## src/rtl/decode_queue_if.sv

```systemverilog
// Decode-to-issue bundle for decode_queue: decode-side inputs, issue-side head outputs, status.
// master drives the queue (decode/issue side); slave is the queue itself.
interface decode_queue_if #(
  parameter int addressWidth            = 64,
  parameter int opcodeSize              = 12,
  parameter int funcUnitCodeSize        = 3,
  parameter int instructionCounterWidth = 64,
  parameter int instMinIdWidth          = 7,
  parameter int PidSize                 = 20,
  parameter int TidSize                 = 16,
  parameter int regAccessPatternSize    = 2,
  parameter int bodyWidth               = 64,
  parameter int queueDepth              = 8
) ();
  localparam int cntW = $clog2(queueDepth) + 1;

  logic                               flush_i;
  logic                               enable_i;
  logic [opcodeSize-1:0]              opcode_i;
  logic [addressWidth-1:0]            address_i;
  logic [funcUnitCodeSize-1:0]        funcUnitType_i;
  logic [instructionCounterWidth-1:0] majID_i;
  logic [instMinIdWidth-1:0]          minID_i;
  logic [instMinIdWidth-1:0]          numMicroOps_i;
  logic                               is64Bit_i;
  logic [PidSize-1:0]                 pid_i;
  logic [TidSize-1:0]                 tid_i;
  logic [regAccessPatternSize-1:0]    op1rw_i, op2rw_i, op3rw_i, op4rw_i;
  logic                               op1IsReg_i, op2IsReg_i, op3IsReg_i, op4IsReg_i;
  logic [bodyWidth-1:0]               body_i;
  logic                               stall_o;
  logic                               issueReady_i;
  logic                               valid_o;
  logic [opcodeSize-1:0]              opcode_o;
  logic [addressWidth-1:0]            address_o;
  logic [funcUnitCodeSize-1:0]        funcUnitType_o;
  logic [instructionCounterWidth-1:0] majID_o;
  logic [instMinIdWidth-1:0]          minID_o;
  logic [instMinIdWidth-1:0]          numMicroOps_o;
  logic                               is64Bit_o;
  logic [PidSize-1:0]                 pid_o;
  logic [TidSize-1:0]                 tid_o;
  logic [regAccessPatternSize-1:0]    op1rw_o, op2rw_o, op3rw_o, op4rw_o;
  logic                               op1IsReg_o, op2IsReg_o, op3IsReg_o, op4IsReg_o;
  logic [bodyWidth-1:0]               body_o;
  logic [cntW-1:0]                    count_o;
  logic                               overflow_o;

  modport master (
    output flush_i, enable_i, opcode_i, address_i, funcUnitType_i, majID_i, minID_i,
           numMicroOps_i, is64Bit_i, pid_i, tid_i, op1rw_i, op2rw_i, op3rw_i, op4rw_i,
           op1IsReg_i, op2IsReg_i, op3IsReg_i, op4IsReg_i, body_i, issueReady_i,
    input  stall_o, valid_o, opcode_o, address_o, funcUnitType_o, majID_o, minID_o,
           numMicroOps_o, is64Bit_o, pid_o, tid_o, op1rw_o, op2rw_o, op3rw_o, op4rw_o,
           op1IsReg_o, op2IsReg_o, op3IsReg_o, op4IsReg_o, body_o, count_o, overflow_o
  );

  modport slave (
    input  flush_i, enable_i, opcode_i, address_i, funcUnitType_i, majID_i, minID_i,
           numMicroOps_i, is64Bit_i, pid_i, tid_i, op1rw_i, op2rw_i, op3rw_i, op4rw_i,
           op1IsReg_i, op2IsReg_i, op3IsReg_i, op4IsReg_i, body_i, issueReady_i,
    output stall_o, valid_o, opcode_o, address_o, funcUnitType_o, majID_o, minID_o,
           numMicroOps_o, is64Bit_o, pid_o, tid_o, op1rw_o, op2rw_o, op3rw_o, op4rw_o,
           op1IsReg_o, op2IsReg_o, op3IsReg_o, op4IsReg_o, body_o, count_o, overflow_o
  );
endinterface

```

## src/rtl/decode_queue.sv

```systemverilog
// In-order decoded-instruction queue between decode mux and issue, with registered skid stall.
// Optional DECODE_QUEUE_BYPASS_EN: an empty queue forwards the incoming instruction combinationally.
module decode_queue #(
  parameter int addressWidth            = 64,
  parameter int opcodeSize              = 12,
  parameter int funcUnitCodeSize        = 3,
  parameter int instructionCounterWidth = 64,
  parameter int instMinIdWidth          = 7,
  parameter int PidSize                 = 20,
  parameter int TidSize                 = 16,
  parameter int regAccessPatternSize    = 2,
  parameter int bodyWidth               = 64,
  parameter int queueDepth              = 8
) (
  input logic           clock_i,
  input logic           reset_i,
  decode_queue_if.slave bus
);
  localparam int ptrW = $clog2(queueDepth);
  localparam int cntW = ptrW + 1;

  typedef struct packed {
    logic [opcodeSize-1:0]              opcode;
    logic [addressWidth-1:0]            address;
    logic [funcUnitCodeSize-1:0]        funcUnitType;
    logic [instructionCounterWidth-1:0] majID;
    logic [instMinIdWidth-1:0]          minID;
    logic [instMinIdWidth-1:0]          numMicroOps;
    logic                               is64Bit;
    logic [PidSize-1:0]                 pid;
    logic [TidSize-1:0]                 tid;
    logic [regAccessPatternSize-1:0]    op1rw, op2rw, op3rw, op4rw;
    logic                               op1IsReg, op2IsReg, op3IsReg, op4IsReg;
    logic [bodyWidth-1:0]               body;
  } instT;

  instT            mem [queueDepth];
  instT            inInst, headInst, outInst;
  logic [ptrW-1:0] headPtr, tailPtr;
  logic [cntW-1:0] count, nextCount;
  logic            stall, overflow;
  logic            full, empty, valid, bypassTake, popStored, pushStored, dropWrite;

  assign inInst = '{opcode: bus.opcode_i, address: bus.address_i, funcUnitType: bus.funcUnitType_i,
                    majID: bus.majID_i, minID: bus.minID_i, numMicroOps: bus.numMicroOps_i,
                    is64Bit: bus.is64Bit_i, pid: bus.pid_i, tid: bus.tid_i,
                    op1rw: bus.op1rw_i, op2rw: bus.op2rw_i, op3rw: bus.op3rw_i, op4rw: bus.op4rw_i,
                    op1IsReg: bus.op1IsReg_i, op2IsReg: bus.op2IsReg_i,
                    op3IsReg: bus.op3IsReg_i, op4IsReg: bus.op4IsReg_i, body: bus.body_i};

  assign headInst = mem[headPtr];
  assign full     = count == cntW'(queueDepth);
  assign empty    = count == '0;

`ifdef DECODE_QUEUE_BYPASS_EN
  // Empty queue: present the incoming instruction directly; if taken now it is never stored.
  assign valid      = !empty || (bus.enable_i && !bus.flush_i);
  assign outInst    = empty ? inInst : headInst;
  assign bypassTake = empty && bus.enable_i && bus.issueReady_i;
`else
  assign valid      = !empty;
  assign outInst    = headInst;
  assign bypassTake = 1'b0;
`endif

  // A pop frees the slot the same cycle, so a full queue still accepts a push alongside a pop.
  assign popStored  = !empty && bus.issueReady_i;
  assign pushStored = bus.enable_i && !bypassTake && (!full || popStored);
  assign dropWrite  = bus.enable_i && full && !popStored;

  always_comb begin
    nextCount = count;
    case ({pushStored, popStored})
      2'b10:   nextCount = count + cntW'(1);
      2'b01:   nextCount = count - cntW'(1);
      default: nextCount = count;
    endcase
  end

  always_ff @(posedge clock_i) begin
    if (reset_i) begin
      headPtr  <= '0;
      tailPtr  <= '0;
      count    <= '0;
      stall    <= 1'b0;
      overflow <= 1'b0;
    end else if (bus.flush_i) begin
      headPtr <= '0;
      tailPtr <= '0;
      count   <= '0;
      stall   <= 1'b0;
    end else begin
      if (pushStored) tailPtr <= tailPtr + ptrW'(1);
      if (popStored)  headPtr <= headPtr + ptrW'(1);
      count <= nextCount;
      // Stall one entry early so the instruction already in flight from decode still fits.
      stall <= nextCount >= cntW'(queueDepth - 1);
      if (dropWrite) overflow <= 1'b1;
    end
  end

  always_ff @(posedge clock_i) begin
    if (!reset_i && !bus.flush_i && pushStored) mem[tailPtr] <= inInst;
  end

  assign bus.valid_o        = valid;
  assign bus.stall_o        = stall;
  assign bus.count_o        = count;
  assign bus.overflow_o     = overflow;
  assign bus.opcode_o       = outInst.opcode;
  assign bus.address_o      = outInst.address;
  assign bus.funcUnitType_o = outInst.funcUnitType;
  assign bus.majID_o        = outInst.majID;
  assign bus.minID_o        = outInst.minID;
  assign bus.numMicroOps_o  = outInst.numMicroOps;
  assign bus.is64Bit_o      = outInst.is64Bit;
  assign bus.pid_o          = outInst.pid;
  assign bus.tid_o          = outInst.tid;
  assign bus.op1rw_o        = outInst.op1rw;
  assign bus.op2rw_o        = outInst.op2rw;
  assign bus.op3rw_o        = outInst.op3rw;
  assign bus.op4rw_o        = outInst.op4rw;
  assign bus.op1IsReg_o     = outInst.op1IsReg;
  assign bus.op2IsReg_o     = outInst.op2IsReg;
  assign bus.op3IsReg_o     = outInst.op3IsReg;
  assign bus.op4IsReg_o     = outInst.op4IsReg;
  assign bus.body_o         = outInst.body;
endmodule

```

## src/flat_wrapper.sv

```systemverilog
// flat-port wrapper written by rule: the top's interface ports become plain ports
module decode_queue_flat 
#(
  parameter int addressWidth            = 64,
  parameter int opcodeSize              = 12,
  parameter int funcUnitCodeSize        = 3,
  parameter int instructionCounterWidth = 64,
  parameter int instMinIdWidth          = 7,
  parameter int PidSize                 = 20,
  parameter int TidSize                 = 16,
  parameter int regAccessPatternSize    = 2,
  parameter int bodyWidth               = 64,
  parameter int queueDepth              = 8
)
  (clock_i, reset_i, bus_flush_i, bus_enable_i, bus_opcode_i, bus_address_i, bus_funcUnitType_i, bus_majID_i, bus_minID_i, bus_numMicroOps_i, bus_is64Bit_i, bus_pid_i, bus_tid_i, bus_op1rw_i, bus_op2rw_i, bus_op3rw_i, bus_op4rw_i, bus_op1IsReg_i, bus_op2IsReg_i, bus_op3IsReg_i, bus_op4IsReg_i, bus_body_i, bus_issueReady_i, bus_stall_o, bus_valid_o, bus_opcode_o, bus_address_o, bus_funcUnitType_o, bus_majID_o, bus_minID_o, bus_numMicroOps_o, bus_is64Bit_o, bus_pid_o, bus_tid_o, bus_op1rw_o, bus_op2rw_o, bus_op3rw_o, bus_op4rw_o, bus_op1IsReg_o, bus_op2IsReg_o, bus_op3IsReg_o, bus_op4IsReg_o, bus_body_o, bus_count_o, bus_overflow_o);
  decode_queue_if #(.addressWidth(addressWidth), .opcodeSize(opcodeSize), .funcUnitCodeSize(funcUnitCodeSize), .instructionCounterWidth(instructionCounterWidth), .instMinIdWidth(instMinIdWidth), .PidSize(PidSize), .TidSize(TidSize), .regAccessPatternSize(regAccessPatternSize), .bodyWidth(bodyWidth), .queueDepth(queueDepth)) bus_i ();
  input logic clock_i;
  input logic reset_i;
  input wire logic [$bits(bus_i.flush_i)-1:0] bus_flush_i;
  input wire logic [$bits(bus_i.enable_i)-1:0] bus_enable_i;
  input wire logic [$bits(bus_i.opcode_i)-1:0] bus_opcode_i;
  input wire logic [$bits(bus_i.address_i)-1:0] bus_address_i;
  input wire logic [$bits(bus_i.funcUnitType_i)-1:0] bus_funcUnitType_i;
  input wire logic [$bits(bus_i.majID_i)-1:0] bus_majID_i;
  input wire logic [$bits(bus_i.minID_i)-1:0] bus_minID_i;
  input wire logic [$bits(bus_i.numMicroOps_i)-1:0] bus_numMicroOps_i;
  input wire logic [$bits(bus_i.is64Bit_i)-1:0] bus_is64Bit_i;
  input wire logic [$bits(bus_i.pid_i)-1:0] bus_pid_i;
  input wire logic [$bits(bus_i.tid_i)-1:0] bus_tid_i;
  input wire logic [$bits(bus_i.op1rw_i)-1:0] bus_op1rw_i;
  input wire logic [$bits(bus_i.op2rw_i)-1:0] bus_op2rw_i;
  input wire logic [$bits(bus_i.op3rw_i)-1:0] bus_op3rw_i;
  input wire logic [$bits(bus_i.op4rw_i)-1:0] bus_op4rw_i;
  input wire logic [$bits(bus_i.op1IsReg_i)-1:0] bus_op1IsReg_i;
  input wire logic [$bits(bus_i.op2IsReg_i)-1:0] bus_op2IsReg_i;
  input wire logic [$bits(bus_i.op3IsReg_i)-1:0] bus_op3IsReg_i;
  input wire logic [$bits(bus_i.op4IsReg_i)-1:0] bus_op4IsReg_i;
  input wire logic [$bits(bus_i.body_i)-1:0] bus_body_i;
  input wire logic [$bits(bus_i.issueReady_i)-1:0] bus_issueReady_i;
  output wire logic [$bits(bus_i.stall_o)-1:0] bus_stall_o;
  output wire logic [$bits(bus_i.valid_o)-1:0] bus_valid_o;
  output wire logic [$bits(bus_i.opcode_o)-1:0] bus_opcode_o;
  output wire logic [$bits(bus_i.address_o)-1:0] bus_address_o;
  output wire logic [$bits(bus_i.funcUnitType_o)-1:0] bus_funcUnitType_o;
  output wire logic [$bits(bus_i.majID_o)-1:0] bus_majID_o;
  output wire logic [$bits(bus_i.minID_o)-1:0] bus_minID_o;
  output wire logic [$bits(bus_i.numMicroOps_o)-1:0] bus_numMicroOps_o;
  output wire logic [$bits(bus_i.is64Bit_o)-1:0] bus_is64Bit_o;
  output wire logic [$bits(bus_i.pid_o)-1:0] bus_pid_o;
  output wire logic [$bits(bus_i.tid_o)-1:0] bus_tid_o;
  output wire logic [$bits(bus_i.op1rw_o)-1:0] bus_op1rw_o;
  output wire logic [$bits(bus_i.op2rw_o)-1:0] bus_op2rw_o;
  output wire logic [$bits(bus_i.op3rw_o)-1:0] bus_op3rw_o;
  output wire logic [$bits(bus_i.op4rw_o)-1:0] bus_op4rw_o;
  output wire logic [$bits(bus_i.op1IsReg_o)-1:0] bus_op1IsReg_o;
  output wire logic [$bits(bus_i.op2IsReg_o)-1:0] bus_op2IsReg_o;
  output wire logic [$bits(bus_i.op3IsReg_o)-1:0] bus_op3IsReg_o;
  output wire logic [$bits(bus_i.op4IsReg_o)-1:0] bus_op4IsReg_o;
  output wire logic [$bits(bus_i.body_o)-1:0] bus_body_o;
  output wire logic [$bits(bus_i.count_o)-1:0] bus_count_o;
  output wire logic [$bits(bus_i.overflow_o)-1:0] bus_overflow_o;
  assign bus_i.flush_i = bus_flush_i;
  assign bus_i.enable_i = bus_enable_i;
  assign bus_i.opcode_i = bus_opcode_i;
  assign bus_i.address_i = bus_address_i;
  assign bus_i.funcUnitType_i = bus_funcUnitType_i;
  assign bus_i.majID_i = bus_majID_i;
  assign bus_i.minID_i = bus_minID_i;
  assign bus_i.numMicroOps_i = bus_numMicroOps_i;
  assign bus_i.is64Bit_i = bus_is64Bit_i;
  assign bus_i.pid_i = bus_pid_i;
  assign bus_i.tid_i = bus_tid_i;
  assign bus_i.op1rw_i = bus_op1rw_i;
  assign bus_i.op2rw_i = bus_op2rw_i;
  assign bus_i.op3rw_i = bus_op3rw_i;
  assign bus_i.op4rw_i = bus_op4rw_i;
  assign bus_i.op1IsReg_i = bus_op1IsReg_i;
  assign bus_i.op2IsReg_i = bus_op2IsReg_i;
  assign bus_i.op3IsReg_i = bus_op3IsReg_i;
  assign bus_i.op4IsReg_i = bus_op4IsReg_i;
  assign bus_i.body_i = bus_body_i;
  assign bus_i.issueReady_i = bus_issueReady_i;
  assign bus_stall_o = bus_i.stall_o;
  assign bus_valid_o = bus_i.valid_o;
  assign bus_opcode_o = bus_i.opcode_o;
  assign bus_address_o = bus_i.address_o;
  assign bus_funcUnitType_o = bus_i.funcUnitType_o;
  assign bus_majID_o = bus_i.majID_o;
  assign bus_minID_o = bus_i.minID_o;
  assign bus_numMicroOps_o = bus_i.numMicroOps_o;
  assign bus_is64Bit_o = bus_i.is64Bit_o;
  assign bus_pid_o = bus_i.pid_o;
  assign bus_tid_o = bus_i.tid_o;
  assign bus_op1rw_o = bus_i.op1rw_o;
  assign bus_op2rw_o = bus_i.op2rw_o;
  assign bus_op3rw_o = bus_i.op3rw_o;
  assign bus_op4rw_o = bus_i.op4rw_o;
  assign bus_op1IsReg_o = bus_i.op1IsReg_o;
  assign bus_op2IsReg_o = bus_i.op2IsReg_o;
  assign bus_op3IsReg_o = bus_i.op3IsReg_o;
  assign bus_op4IsReg_o = bus_i.op4IsReg_o;
  assign bus_body_o = bus_i.body_o;
  assign bus_count_o = bus_i.count_o;
  assign bus_overflow_o = bus_i.overflow_o;
  decode_queue #(.addressWidth(addressWidth), .opcodeSize(opcodeSize), .funcUnitCodeSize(funcUnitCodeSize), .instructionCounterWidth(instructionCounterWidth), .instMinIdWidth(instMinIdWidth), .PidSize(PidSize), .TidSize(TidSize), .regAccessPatternSize(regAccessPatternSize), .bodyWidth(bodyWidth), .queueDepth(queueDepth)) u_core (.clock_i(clock_i), .reset_i(reset_i), .bus(bus_i));
endmodule
```

## config.mk

```make
export PLATFORM = sky130hd
export DESIGN_NAME = decode_queue_flat
export DESIGN_NICKNAME = d
export VERILOG_FILES = /design/src/rtl/decode_queue_if.sv /design/src/rtl/decode_queue.sv /design/src/flat_wrapper.sv
export SDC_FILE = /design/constraint.sdc
export NUM_CORES = 2
export LEC_CHECK = 0
export CORE_UTILIZATION = 45
export DETAILED_ROUTE_END_ITERATION = 10
export PLACE_DENSITY = 0.63
export REMOVE_ABC_BUFFERS = 1
export SLEW_MARGIN = 20
export SYNTH_ARGS = -nofsm -noshare
export SYNTH_HDL_FRONTEND = slang
export SYNTH_SLANG_ARGS = --single-unit
export TNS_END_PERCENT = 1
```

## constraint.sdc

```tcl
create_clock -name clock_i -period 61.9 [get_ports clock_i]
set_clock_uncertainty 0.2 [all_clocks]
set_input_delay 6.19 -clock clock_i [delete_from_list [all_inputs] [get_ports clock_i]]
set_output_delay 6.19 -clock clock_i [all_outputs]
set_load 0.01 [all_outputs]
```

# ---- After elaboration in Yosys (flattened, before gate mapping)
# Memory sizes are Yosys's and may differ from the RTL's. A register that Yosys moved wholly into a read port is not among the register bits.
# Cells that the tools add are included.
dict set report classes {
  addsub 4
  magnitude_cmp 1
  n_eq_ne 3
  mux 5
  bitwise 1
  reduce_logical 15
}
# operator n
set op_table {}
lappend op_table {{4-bit case mux with 2 select lines} 1}
lappend op_table {{3-bit by 1-bit adder with 3-bit output, second input constant} 2}
lappend op_table {{1-bit logical AND} 6}
lappend op_table {{3-bit 2-to-1 mux} 2}
lappend op_table {{1-bit zero test} 5}
lappend op_table {{4-bit by 1-bit adder with 4-bit output, second input constant} 1}
lappend op_table {{4-bit == test, second input constant} 1}
lappend op_table {{4-bit by 3-bit greater-or-equal comparator with 1-bit output, second input constant} 1}
lappend op_table {{4-bit zero test} 1}
lappend op_table {{4-bit by 1-bit subtractor with 4-bit output, second input constant} 1}
lappend op_table {{2-bit by 1-bit == test with 1-bit output, second input constant} 1}
lappend op_table {{2-bit == test, second input constant} 1}
lappend op_table {{1-bit 2-to-1 mux} 2}
lappend op_table {{2-bit AND reduction} 1}
lappend op_table {{2-bit OR reduction} 1}
lappend op_table {{1-bit logical OR} 1}
lappend op_table {{1-bit NOT} 1}
dict set report totals {
  ff_bits 12
  mem_bits_rw 2160
  inputBits 275
  output_inout_bits 277
  word_cells 35
  n_memories 1
}
# memory words word_bits read_ports rd_ports_with_merged_regs wr line
set memory_table {}
lappend memory_table {u_core.mem 8 270 1 1 1 decode_queue.sv:37} ;# instT mem [queueDepth];

# ---- Logic depth before layout (Yosys ltp)
dict set report logic_depth {
  word_depth 8
  depth_mapped 10
}

# ---- Least setup slack after synthesis
# No wires, ideal clock.
dict set report synth_timing {
  kind {input port to flip-flop}
  start {in bus_issueReady_i}
  end {mem u_core.mem[0][0] (netlist bit) (enable)}
  arrival_time_ns 32.101
  setup_slack_ns 28.038
  stages 4
  n_path_buf 0
  cell_sequence {nor2b_1 -> a21boi_1 -> nand2b_1 -> nor4_1}
}
dict set report synth_between {
  elab_chain_cells 6
}
# item line
set synth_rtl {}
lappend synth_rtl {{start: declaration} flat_wrapper.sv:39} ;# input wire logic [$bits(bus_i.issueReady_i)-1:0] bus_issueReady_i;
lappend synth_rtl {{1-bit logical AND} decode_queue.sv:67} ;# assign popStored = !empty && bus.issueReady_i;
lappend synth_rtl {{1-bit logical OR} decode_queue.sv:68} ;# assign pushStored = bus.enable_i && !bypassTake && (!full || popStored);
lappend synth_rtl {{1-bit logical AND} decode_queue.sv:68}
lappend synth_rtl {{1-bit logical AND} decode_queue.sv:103} ;# if (!reset_i && !bus.flush_i && pushStored) mem[tailPtr] <= inInst;
lappend synth_rtl {{1-bit 2-to-1 mux} decode_queue.sv:103}
lappend synth_rtl {{1-bit 2-to-1 mux (implied by the code)} decode_queue.sv:103}
lappend synth_rtl {{end: declaration} decode_queue.sv:37}
# No other way between the ends.

==> results.py <==
metrics = {
    "finish": {
        "final_common_cell": "edfxtp_1",
        "layout_common_cells": "edfxtp_1 (2,160), clkdlybuf4s50_1 (551), mux4_2 (540)",
        "final_nets": 4170,
        "syn_to_final_growth_pct": 18.2,
        "n_fill_cell": 13700,
        "drive_gt1_frac": 0.288,
    },
    "clock_network": {
        "cts_made_buffers": 217,
        "cts_root_buffer": "clkbuf_16",
        "cts_sinks": 2175,
        "postCtsHoldBufs": 0,
        "post_cts_buffers": 0,
        "cts_tree": "built",
        "clk_pin_slew_ps": 60,
        "worstSkewPairLatency_ps": 860,
        "cts_max_level": 4,
        "clock_path_buffers": 3,
        "cts.repair.resized": 0,
    },
    "floorplan": {
        "die_h_um": 429,
        "die_w_um": 429,
        "row_count": 156,
        "core_area_sq_um": 181000,
        "start_util": 0.453,
        "die-area_sq_um": 184000,
        "ioPinCount": 552,
    },
    "synth": {
        "synth_cells": 3217,
        "synth.cell_area_sq_um": 81900,
        "avgSynthCellArea_sq_um": 25.5,
        "ys_seq_area_frac": 0.796,
        "yosys_warnings": 0,
        "synth.distinct_cells": 35,
        "ys_seq_elements": 2175,
    },
    "routing": {
        "viasPerCell": 5.52,
        "drt_iter0_markers": 2457,
        "ant_nets": 0,
        "routed_wirelength_mm": 174,
        "route.detailed.drc": 0,
        "wl_per_cell_um": 26.9,
        "firstDrtPassIters": 5,
        "via_count": 35600,
    },
    "global_route": {
        "grt_antenna_before_repair": 43,
        "grt_use_total": 0.190,
        "met3_usage": 0.0412,
        "grt_max_degree": 118,
        "top_usage_layer": "met2",
        "grt_remaining_overflow": 0,
        "grt_pass1_wl_mm": 255,
        "grt_pass1_vias": 37800,
        "met1_usage": 0.246,
        "met2_usage": 0.319,
    },
    "timing": {
        "slew_headroom": 0.282,
        "slew_violations": 0,
        "fin_crit_ps": 11380,
        "setup_viol": 0,
        "hold_viol": 0,
        "setup_tns_ps": 0,
        "fmax_ghz": 0.0879,
        "period_share": 0.184,
        "rsz0062_at_grt": "no",
        "tightest_slew_ps": 1080,
    },
    "setup_path": {
        "crit_path_end_kind": "primary output",
        "worstPathRequired_ps": 55510,
        "worstPathArrival_ps": 4990,
        "crit_type": "reg -> out",
        "cp_max_fo": 49,
        "cp-start-kind": "flop",
    },
    "power_and_ir_drop": {
        "p_per_area_nw_per_um2": 30.7,
        "power.total_mw": 2.97,
        "vdd.ir_drop.worst_uv": 24.2,
        "p_leak_nw": 29.2,
    },
    "placed_design": {
        "portBuffers": 551,
        "gp_congestion": 0.754,
        "hpwl_mm": 92.5,
    },
    "flow_run": {
        "maxCapViolations": 0,
    },
    "status": {
        "status": "finished, final reports clean",
    },
    "hold_path": {
        "hold_path.class": "reg -> reg",
    },
}
-- worst paths after layout --
kind	startpoint	endpoint	slack, ps	cells past startpoint
setup / recovery	flop	bus_majID_o[42]	50520	5
hold / removal	u_core.bus.overflow_o$_SDFFE_PP0P_	u_core.bus.overflow_o$_SDFFE_PP0P_	280	2
setup reg to reg	u_core.bus.count_o[0]$_SDFF_PP0_	u_core.mem[5][153]$_DFFE_PP_	57140	7
hold reg to reg	u_core.bus.overflow_o$_SDFFE_PP0P_	u_core.bus.overflow_o$_SDFFE_PP0P_	280	2
-- layer usage --
layer,vias up,share of wire
met5,-,0.0013
li1,15300,-
met2,810,0.51
met1,19200,0.41
met4,34,0.028
met3,290,0.048
-- synth_stat cells, drive strengths merged --
| cell type | number | area (sq um) |
|---|---|---|
| o21bai | 1 | 7.51 |
| nor3 | 7 | 35.0 |
| nand3 | 2 | 10.0 |
| nand2b | 2 | 12.5 |
| nand3b | 1 | 7.51 |
| nor4 | 4 | 25.0 |
| buf | 109 | 856 |
| xnor2 | 2 | 17.5 |
| nor3b | 1 | 7.51 |
| mux2i | 4 | 40.0 |
| and2 | 3 | 18.8 |
| dfxtp | 15 | 300 |
| mux2 | 270 | 3040 |
| or4 | 1 | 11.3 |
| a31o | 1 | 8.76 |
| inv | 2 | 7.51 |
| nand2 | 10 | 37.5 |
| a31oi | 1 | 6.26 |
| clkbuf | 47 | 179 |
| o22ai | 1 | 6.26 |
| edfxtp | 2160 | 64900 |
| o21ai | 2 | 13.8 |
| nor2b | 2 | 12.5 |
| ha | 3 | 37.5 |
| nor2 | 13 | 48.8 |
| a21oi | 6 | 30.0 |
| o41ai | 1 | 27.5 |
| a21boi | 1 | 7.51 |
| xor2 | 4 | 35.0 |
| mux4 | 540 | 12200 |
| or2 | 1 | 6.26 |
-- final cells by class --
type,instances,area [sq um],share of cell area
Sequential cell,2175,65200,0.673
Multi-Input combinational cell,884,15700,0.162
Timing Repair Buffer,612,6130,0.0634
Clock buffer,286,5780,0.0598
Tap cell,2370,2970,0.0306
Clock inverter,111,991,0.0102
Antenna cell,12,30.0,0.000310
Inverter,2,7.51,0.0000775
-- sequential cells by signal, indices dropped and copies added, names as in the netlist, named ones only --
signal and flops:
u_core.bus.stall_o 1, u_core.tailPtr 3, u_core.mem 2160, u_core.bus.overflow_o 1, u_core.bus.count_o 4, u_core.headPtr 3
-- kinds of logic after synthesis --
kind of cell,share of synthesized area
AND/OR/NAND/NOR,0.00284
AO/OA/AOI/OAI,0.00131
buffers and inverters,0.0127
multiplexers,0.186
adder cells (fa/ha/maj),0.000458
XOR/XNOR,0.000642
flip-flops,0.796
-- stage by stage --
step,cells,hold slack [ps],cell area [sq um],util,worst slack (ps)
2_1_floorplan,3061,254,80800,-,28040
5_1_grt,6452,313,96800,0.536,49990
4_1_cts,6440,283,96800,0.535,50130
6_report,6452,275,96800,0.536,50520
3_3_place_gp,6042,260,90000,0.498,50800
3_5_place_dp,6043,263,90000,0.498,50820
-- power by group --
part           switching [mW]  total, mW  internal, mW
combinational          0.0449     0.0926        0.0476
sequential            0.00226       1.63          1.63
clock                   0.538       1.25         0.711
-- critical path: stages (launching register included) --
cell,delay (ps)
dfxtp_4,870
buf_4,810
buf_4,870
mux4_2,620
mux2_2,280
clkdlybuf4s50_1,530
(Power assumes the default switching activity.)
